File: src/rtl/lcd_ctrl.sv
// lcd_ctrl
//   Display-side end of the CPU LCD output register. Byte writes (command or
//   data) from the LSU are buffered in a small FIFO, then serialised onto an
//   HD44780-style 8-bit parallel bus with setup / enable / hold / settle timing.
//
// Handshake: a write {i_wr_rs, i_wr_data} is accepted on a rising clock edge
//   where i_wr_vld & o_wr_rdy. o_wr_rdy depends only on FIFO occupancy, never
//   on i_wr_vld. A write offered while o_wr_rdy=0 is dropped.
//
// Ports:
//   i_clk, i_reset (async, active-low)
//   i_wr_vld / o_wr_rdy / i_wr_rs / i_wr_data : LSU write port
//   i_lcd_on -> o_lcd_on                      : power pin, one flop delay
//   o_lcd_en, o_lcd_rs, o_lcd_rw, o_lcd_data  : LCD bus (rw tied low)
//   o_busy        : transfer in progress or FIFO non-empty
//   o_fifo_level  : FIFO occupancy
//   o_dbg_state   : current FSM state encoding
module lcd_ctrl #(
    parameter int FIFO_DEPTH = 4,
    parameter int T_SETUP    = 2,
    parameter int T_EN       = 12,
    parameter int T_HOLD     = 2,
    parameter int T_CMD_WAIT = 2000,
    parameter int T_CLR_WAIT = 82000
) (
    input  logic                          i_clk,
    input  logic                          i_reset,
    input  logic                          i_wr_vld,
    output logic                          o_wr_rdy,
    input  logic                          i_wr_rs,
    input  logic [7:0]                    i_wr_data,
    input  logic                          i_lcd_on,
    output logic                          o_lcd_on,
    output logic                          o_lcd_en,
    output logic                          o_lcd_rs,
    output logic                          o_lcd_rw,
    output logic [7:0]                    o_lcd_data,
    output logic                          o_busy,
    output logic [$clog2(FIFO_DEPTH):0]   o_fifo_level,
    output logic [2:0]                    o_dbg_state
);

    localparam int AW       = $clog2(FIFO_DEPTH);
    localparam int LW       = AW + 1;
    localparam int MAX_WAIT = (T_CLR_WAIT > T_CMD_WAIT) ? T_CLR_WAIT : T_CMD_WAIT;
    localparam int MAX_A    = (MAX_WAIT > T_EN) ? MAX_WAIT : T_EN;
    localparam int MAX_B    = (T_SETUP > T_HOLD) ? T_SETUP : T_HOLD;
    localparam int MAX_LOAD = (MAX_A > MAX_B) ? MAX_A : MAX_B;
    localparam int CW       = $clog2(MAX_LOAD + 1);

    localparam logic [CW-1:0] LD_SETUP = CW'(T_SETUP - 1);
    localparam logic [CW-1:0] LD_EN    = CW'(T_EN - 1);
    localparam logic [CW-1:0] LD_HOLD  = CW'(T_HOLD - 1);
    localparam logic [CW-1:0] LD_CMD   = CW'(T_CMD_WAIT - 1);
    localparam logic [CW-1:0] LD_CLR   = CW'(T_CLR_WAIT - 1);

    typedef enum logic [2:0] {
        IDLE  = 3'd0,
        SETUP = 3'd1,
        PULSE = 3'd2,
        HOLD  = 3'd3,
        WAIT  = 3'd4
    } state_t;

    // FIFO
    logic [8:0]    mem_q [FIFO_DEPTH];
    logic [AW-1:0] wptr_q;
    logic [AW-1:0] rptr_q;
    logic [LW-1:0] level_q;
    logic          push;
    logic          pop;

    // FSM / bus registers
    state_t        state_q;
    logic [CW-1:0] cnt_q;
    logic          en_q;
    logic          rs_q;
    logic [7:0]    data_q;
    logic          on_q;
    logic          is_long;

    assign o_wr_rdy = (level_q < LW'(FIFO_DEPTH));
    assign push     = i_wr_vld & o_wr_rdy;
    assign pop      = (state_q == IDLE) && (level_q != '0);

    always_ff @(posedge i_clk) begin
        if (push) begin
            mem_q[wptr_q] <= {i_wr_rs, i_wr_data};
        end
    end

    always_ff @(posedge i_clk or negedge i_reset) begin
        if (!i_reset) begin
            wptr_q  <= '0;
            rptr_q  <= '0;
            level_q <= '0;
        end else begin
            if (push) wptr_q <= wptr_q + AW'(1);
            if (pop)  rptr_q <= rptr_q + AW'(1);
            case ({push, pop})
                2'b10:   level_q <= level_q + LW'(1);
                2'b01:   level_q <= level_q - LW'(1);
                default: level_q <= level_q;
            endcase
        end
    end

    // Clear display (0x01) and return home (0x02/0x03) need the long settle.
    assign is_long = ~rs_q & ((data_q == 8'h01) | (data_q[7:1] == 7'h01));

    // One down-counter serves every timed state; each state loads the
    // next state's duration minus one when its own count reaches zero.
    always_ff @(posedge i_clk or negedge i_reset) begin
        if (!i_reset) begin
            state_q <= IDLE;
            cnt_q   <= '0;
            en_q    <= 1'b0;
            rs_q    <= 1'b0;
            data_q  <= 8'h00;
        end else begin
            case (state_q)
                IDLE: begin
                    if (pop) begin
                        {rs_q, data_q} <= mem_q[rptr_q];
                        cnt_q          <= LD_SETUP;
                        state_q        <= SETUP;
                    end
                end
                SETUP: begin
                    if (cnt_q == '0) begin
                        cnt_q   <= LD_EN;
                        en_q    <= 1'b1;
                        state_q <= PULSE;
                    end else begin
                        cnt_q <= cnt_q - CW'(1);
                    end
                end
                PULSE: begin
                    if (cnt_q == '0) begin
                        cnt_q   <= LD_HOLD;
                        en_q    <= 1'b0;
                        state_q <= HOLD;
                    end else begin
                        cnt_q <= cnt_q - CW'(1);
                    end
                end
                HOLD: begin
                    if (cnt_q == '0) begin
                        cnt_q   <= is_long ? LD_CLR : LD_CMD;
                        state_q <= WAIT;
                    end else begin
                        cnt_q <= cnt_q - CW'(1);
                    end
                end
                WAIT: begin
                    if (cnt_q == '0) begin
                        state_q <= IDLE;
                    end else begin
                        cnt_q <= cnt_q - CW'(1);
                    end
                end
                default: begin
                    en_q    <= 1'b0;
                    state_q <= IDLE;
                end
            endcase
        end
    end

    always_ff @(posedge i_clk or negedge i_reset) begin
        if (!i_reset) begin
            on_q <= 1'b0;
        end else begin
            on_q <= i_lcd_on;
        end
    end

    assign o_lcd_on     = on_q;
    assign o_lcd_en     = en_q;
    assign o_lcd_rs     = rs_q;
    assign o_lcd_rw     = 1'b0;
    assign o_lcd_data   = data_q;
    assign o_busy       = (state_q != IDLE) || (level_q != '0);
    assign o_fifo_level = level_q;
    assign o_dbg_state  = state_q;

endmodule

File: config.mk
export PLATFORM = sky130hd
export DESIGN_NAME = lcd_ctrl
export DESIGN_NICKNAME = d
export VERILOG_FILES = /design/src/rtl/lcd_ctrl.sv
export SDC_FILE = /design/constraint.sdc
export NUM_CORES = 1
export LEC_CHECK = 0
export BUFFER_PORTS_ARGS = -buffer_cell sky130_fd_sc_hd__buf_2
export CAP_MARGIN = 20
export CORE_MARGIN = 2
export CORE_UTILIZATION = 30
export CTS_CLUSTER_DIAMETER = 40
export DETAILED_ROUTE_END_ITERATION = 6
export SLEW_MARGIN = 10
export SYNTH_ARGS = -nofsm -noshare
export SYNTH_HDL_FRONTEND = slang
export SYNTH_SLANG_ARGS = --single-unit
export TNS_END_PERCENT = 20
File: constraint.sdc
create_clock -name i_clk -period 3.4 [get_ports i_clk]
set_clock_uncertainty 0.2 [all_clocks]
set_input_delay 0.51 -clock i_clk [delete_from_list [all_inputs] [get_ports i_clk]]
set_output_delay 0.51 -clock i_clk [all_outputs]
set_load 0.05 [all_outputs]
== Word-level counts from Yosys, hierarchy flattened ==
Memory sizes are Yosys's and may differ from the RTL's. A register that Yosys moved wholly into a read port is not among the register bits.
Cells that the tools add are included.

* Bits in registers: 29
* Memories: 1
* Word-level logic and storage cells: 66
* Input bits: 13
* Output and inout port bits: 20
* Memory bits (writable): 36

{| class="wikitable"
|+ Memories
! name !! words !! width !! read ports !! clocked after Yosys merged registers in !! write ports !! line !! RTL
|-
| mem_q || 4 || 9 || 1 || 1 || 1 || 66 || <nowiki>logic [8:0] mem_q [FIFO_DEPTH];</nowiki>
|}

* Mux-type cells: 19
* Reduce and logical (&&, ||, !) cells: 14
* Bitwise gates (word level): 5
* Equality and inequality tests: 14
* Add/sub/neg operators: 5
* Magnitude comparators: 1

{| class="wikitable"
|+ Operators with widths
! cell !! count
|-
| 17-bit 2-to-1 mux || 6
|-
| 17-bit case mux with 5 select lines || 1
|-
| 17-bit logical NOT || 1
|-
| 17-bit by 1-bit subtractor with 17-bit output, second input constant || 1
|-
| 3-bit 2-to-1 mux || 5
|-
| 3-bit case mux with 5 select lines || 1
|-
| 2-bit inequality test, second input constant || 6
|-
| 8-bit by 1-bit equality test with 1-bit output, second input constant || 1
|-
| 7-bit by 1-bit equality test with 1-bit output, second input constant || 1
|-
| 3-bit by 2-bit equality test with 1-bit output, second input constant || 2
|-
| 3-bit case mux with 2 select lines || 1
|-
| 3-bit AND reduction || 2
|-
| 3-bit nonzero test || 2
|-
| 5-bit AND reduction || 1
|-
| 5-bit nonzero test || 1
|-
| 2-bit by 1-bit adder with 2-bit output, second input constant || 2
|-
| 1-bit 2-to-1 mux || 4
|-
| 3-bit by 1-bit adder with 3-bit output, second input constant || 1
|-
| 3-bit by 1-bit equality test with 1-bit output, second input constant || 1
|-
| 3-bit equality test, second input constant || 1
|-
| 3-bit logical NOT || 1
|-
| 3-bit < comparator, second input constant || 1
|-
| 1-bit case mux with 3 select lines || 1
|-
| 3-bit OR reduction || 1
|-
| 11 further kinds || 13
|}

== Longest topological paths before layout ==
* Depth after elaboration: 6
* Mapped depth: 10
* Gate-level depth less buffers: 8

== Least setup slack after synthesis ==
Ideal clock, no wire load.

* Path type: reg2reg
* Start: reg state_q[1] (netlist: o_dbg_state[1])
* End: reg level_q[2] (netlist: o_fifo_level[2])
* Data required time: 3.061 ns
* Period minus slack after synthesis: 3.136 ns
* Setup slack: 0.264 ns
* Buffers on the path: 2
* Library setup time: 0.139 ns
* Arrival: 2.797 ns
* Stages on the path, launching flop included: 11
* Path through: dfrtp_1 clkbuf_1 or2_2 nor3_1 clkbuf_1 ha_1 inv_1 fa_1 xor2_1 nor2_1 xnor2_1

* Word-level cells in the longest chain between the ends: 4
* Elaborated cells between the ends (all ways): 6
* Those cells by class: 2 x eq/ne; 1 x mux; 3 x reduce/logical

{| class="wikitable"
|+ RTL lines
! item !! line !! RTL
|-
| start: declaration || 74 || <nowiki>state_t state_q;</nowiki>
|-
| start signal: assignment || 115 || <nowiki>state_q <= IDLE;</nowiki>
|-
| start signal: assignment || 126 || <nowiki>state_q <= SETUP;</nowiki>
|-
| start signal: assignment || 133 || <nowiki>state_q <= PULSE;</nowiki>
|-
| 3-bit logical NOT * || 84 || <nowiki>assign pop = (state_q == IDLE) && (level_q != '0);</nowiki>
|-
| 1-bit logical AND * || 84 ||
|-
| via pop || 71 || <nowiki>logic pop;</nowiki>
|-
| 2-bit by 1-bit equality test with 1-bit output or 2-bit equality test (tied branches) || 100 || <nowiki>case ({push, pop})</nowiki>
|-
| 3-bit case mux with 2 select lines or 2-bit nonzero test (tied branches) || -- ||
|-
| end signal: assignment || 101 || <nowiki>2'b10: level_q <= level_q + LW'(1);</nowiki>
|-
| end signal: assignment || 102 || <nowiki>2'b01: level_q <= level_q - LW'(1);</nowiki>
|-
| end signal: assignment || 103 || <nowiki>default: level_q <= level_q;</nowiki>
|-
| end: declaration || 69 || <nowiki>logic [LW-1:0] level_q;</nowiki>
|}

Mark *: on every way through the listed nets, which the timed path passes. The rest lies on a longest branch.
A chain may end at the register's enable or synchronous reset.

== Final worst setup path ==
* Start: reg state_q[2] (netlist: o_dbg_state[2])
* End: out o_busy

* Word-level cells in the longest chain between the ends: 2

{| class="wikitable"
|+ RTL lines
! item !! line !! RTL
|-
| 3-bit nonzero test || 183 || <nowiki>assign o_busy = (state_q != IDLE) || (level_q != '0);</nowiki>
|-
| 1-bit logical OR || 183 ||
|-
| end: declaration || 38 || <nowiki>output logic o_busy,</nowiki>
|}

No other way between the ends.

==> results.md <==
- The run finished with clean final reports.
- The initial standard-cell utilization of the core is 30.94%.
- In this run the core area contains 39 standard-cell rows.
- The wire length per cell is 16.47 microns.
- The library cell used as clock root buffer is sky130_fd_sc_hd__clkbuf_16.
- The number of post-CTS setup repair buffers is 0.
- The cell area that synthesis handed to floorplanning was 0.003548 sq mm.
- Routability-driven placement finished with a final weighted congestion of 0.8593.
- The timing startpoint of the critical path is o_dbg_state[2]$_DFFE_PN0P_.
- The leading cell type in the layout, fill and taps excluded is sky130_fd_sc_hd__dfrtp_1.
- The total routing resource utilization after global routing is between 10 and 15%.
- The data arrival time at the worst-slack endpoint is 2.10 ns.
- The largest net degree at the start of global routing is 39.
- The finished layout holds 460 standard cells, fillers aside.
- Yosys printed 0 warnings.
- The number of synthesized flops with an enable pin is 36.
- Of the cells placed in the final design, the portion with a size suffix greater than 1 is 26.18%.
- The number of search-and-repair iterations in the first detailed-routing pass is 5.
- Dividing the final minimum period by the clock period gives 82.63%.
- The number of global-route vias before repair is 2369.
- The H-tree generated during clock tree synthesis spans 3 levels.
- Buffers placed on the I/O ports in this run total 31.
- The sort of element at the start of the critical path is a flop.
- The worst slew slack as a fraction of its limit is 40.87%.
- The finished cells cover 0.004161 sq mm.
- The netlist uses 57 different library cells.
- The max-slew violation count is 0.
- Wires add up to approximately 7600 microns.
- The top cell types in the final layout, fill and taps aside, are sky130_fd_sc_hd__dfrtp_1 (38), sky130_fd_sc_hd__edfxtp_1 (36), sky130_fd_sc_hd__buf_2 (31).
- The initial antenna violation count is 0.
- The global route total overflow is 0.
- The number of diodes added for antenna fixing is 0.
- Derived from the worst setup path, the maximum achievable clock frequency is approximately 360 MHz.
- The placed wire-length estimate is 5233 microns.
- A synthesized cell averages around 13 sq um.
- Summing all placed instances gives a cell area of 0.003852 sq mm.
- For this design the ratio of total power to cell area is 903.6 mW/mm^2.
- In this run the static leakage power is about 1.6 nW.
- The post-detailed-route via-to-cell ratio is 5.237.
- Across all register-to-register paths, the minimum setup slack is 0.68 ns.
- Across the VDD grid, the largest voltage drop is 0.5191 mV.
- Measured along the x axis, the die boundary spans around 110 microns.
- Setup repair after global routing left no endpoint under its margin.
- The die covers 0.01271 sq mm.
- TritonCTS built the clock tree.
- The number of primary I/O pins is 33.
- Setup violations remaining at the end of the flow were counted as 0.
- The depth of the most critical reg-to-reg path is 7.
- The die outline height is 112.8 microns.
- The net count of the mapped netlist is 300.
- The register bit total from synthesis is 74.
- Across the run, the number of max-cap violations was 0.
- The detailed-route via count is 2409.
- The fraction of registers with async set or reset after synthesis is 51.35%.
- Hold repair after CTS inserted 0 buffers.
- The growth of design area from synthesis to finish is 17.28%.
- The later pin in the worst-skew pair is clocked with a latency of 0.34 ns.
- At the pin with the least slew margin, the transition time is just under 0.9 ns.
- The number of instances resized during post-cts repair is 0.
- The number of failing hold endpoints at the final stage came to 0.
- The data required time of the critical path is 2.69 ns.
- The filler cell count in the final layout is 1110.
- Along the worst path, the maximum fanout reaches 18.
- In this run, placement finished with an instance count of 444.
- The reg-to-reg critical path endpoint is cnt_q[1]$_DFFE_PN0P_.
- The top flip-flop cell by instance count after synthesis is sky130_fd_sc_hd__dfrtp_1.
- The floorplan step defined a core boundary enclosing 0.01147 sq mm.
- The nature of the critical path endpoint is a primary output.
- The part of the Yosys area used for sequential elements is between 50 and 60%.
- The setup TNS is 0 ns.
- After detailed routing, the number of remaining DRC violations is 0.
- The synthesized instance count is 280.
- The source of the worst hold timing path is i_lcd_on.
- The TritonCTS buffer count is 9.
- The startpoint identified for the worst register-to-register timing path is cnt_q[1]$_DFFE_PN0P_.
- The maximum count of clock buffers along a single path is 2.
- The residual antenna-violating net count after detailed routing is 0.
- The type of the tightest min-delay check is in -> reg.
- The clock slew at the register clock pins of the worst setup and hold paths is 0.06 ns.
- The number of design-rule violations left by the first detailed-router iteration is 129.
- The global-route wire length before repair is about 13000 microns.
- The end point of the critical path is o_busy.
- The total clock sinks is 74.
- The critical setup path kind is reg -> out.
- After the last flow step, the layout net total stands at 332.
- The routed design could run at a clock period as short as 2.809 ns.
[logic make-up after synthesis]
| group | share of synthesized area, % |
|---|---|
| mux | 9.450 |
| simple gates | 12.17 |
| xor+xnor | 1.975 |
| flops | 57.26 |
| other cells | 0.1057 |
| compound gates | 12.31 |
| buf+inv | 4.054 |
| fa+ha+maj | 2.680 |
[power breakdown]
group,switching (W),internal [W]
registers,0.000307,0.00121
logic,0.000758,0.000496
clock network,0.000409,0.000584
total,0.00147,0.00229
[flip-flops by register name (all words and copies together), names as in the netlist]
signal        flops
o_lcd_rs          1
o_lcd_on          1
o_fifo_level      3
o_lcd_data        8
o_lcd_en          1
mem_q            36
wptr_q            2
rptr_q            2
cnt_q            17
o_dbg_state       3
[stage by stage]
stage	total power (W)	util (%)	setup WS, ns	hold slack, ns
final	0.003760	36.29	0.5905	0.07719
after global routing	0.003984	36.29	0.4318	0.06226
after detailed placement	0.002798	33.60	0.7043	0.3079
after global placement	0.002766	33.60	0.7449	0.3093
after floorplan	0.002449	-	0.2639	0.01441
after CTS	0.003809	36.29	0.5675	0.06258
[critical path: stages, from the launching register on]
cell	delay, ns
sky130_fd_sc_hd__dfrtp_1	0.60
sky130_fd_sc_hd__nor3_1	0.43
sky130_fd_sc_hd__and2_1	0.36
sky130_fd_sc_hd__inv_1	0.14
sky130_fd_sc_hd__buf_2	0.24
[worst min path at each step]
| stage | to | slack (ns) | cells past startpoint |
|---|---|---|---|
| 5_1_grt | o_lcd_on$_DFF_PN0_ | 0.06 | 1 |
| 6_report | o_lcd_on$_DFF_PN0_ | 0.08 | 1 |
| 2_1_floorplan | cnt_q[0]$_DFFE_PN0P_ | 0.01 | 0 |
| 3_5_place_dp | cnt_q[13]$_DFFE_PN0P_ | 0.31 | 1 |
| 4_1_cts | o_lcd_on$_DFF_PN0_ | 0.06 | 1 |
| 3_3_place_gp | o_fifo_level[0]$_DFFE_PN0P_ | 0.31 | 1 |
[area by class of cell]
| cell class | count | area [sq um] | share of cell area [%] |
|---|---|---|---|
| Clock buffer | 9 | 225.2 | 5.412 |
| Clock inverter | 7 | 83.83 | 2.014 |
| Inverter | 15 | 56.30 | 1.353 |
| Sequential cell | 74 | 2032 | 48.83 |
| Multi-Input combinational cell | 174 | 1378 | 33.10 |
| Tap cell | 143 | 178.9 | 4.299 |
| Timing Repair Buffer | 38 | 207.7 | 4.991 |
[routing by layer]
layer	wire, microns	share of wire [%]	GRT usage (%)
met2	3767	50	20.28
met1	3360	44	16.34
met4	145	1.9	5.854
met3	303	4.0	3.482
met5	0	0	0
[synth_stat cells (all sizes together), types with 8 or more instances]
master,number,share of area [%]
inv,15,1.6
nand2,17,1.8
nor4,8,1.8
edfxtp,36,30
clkbuf,11,1.2
nor2,9,0.95
dfrtp,38,27
a21oi,8,1.1
mux2,10,3.2
nor3,11,1.6
mux4,9,5.7
No activity file was read; power rests on OpenSTA's default activity.
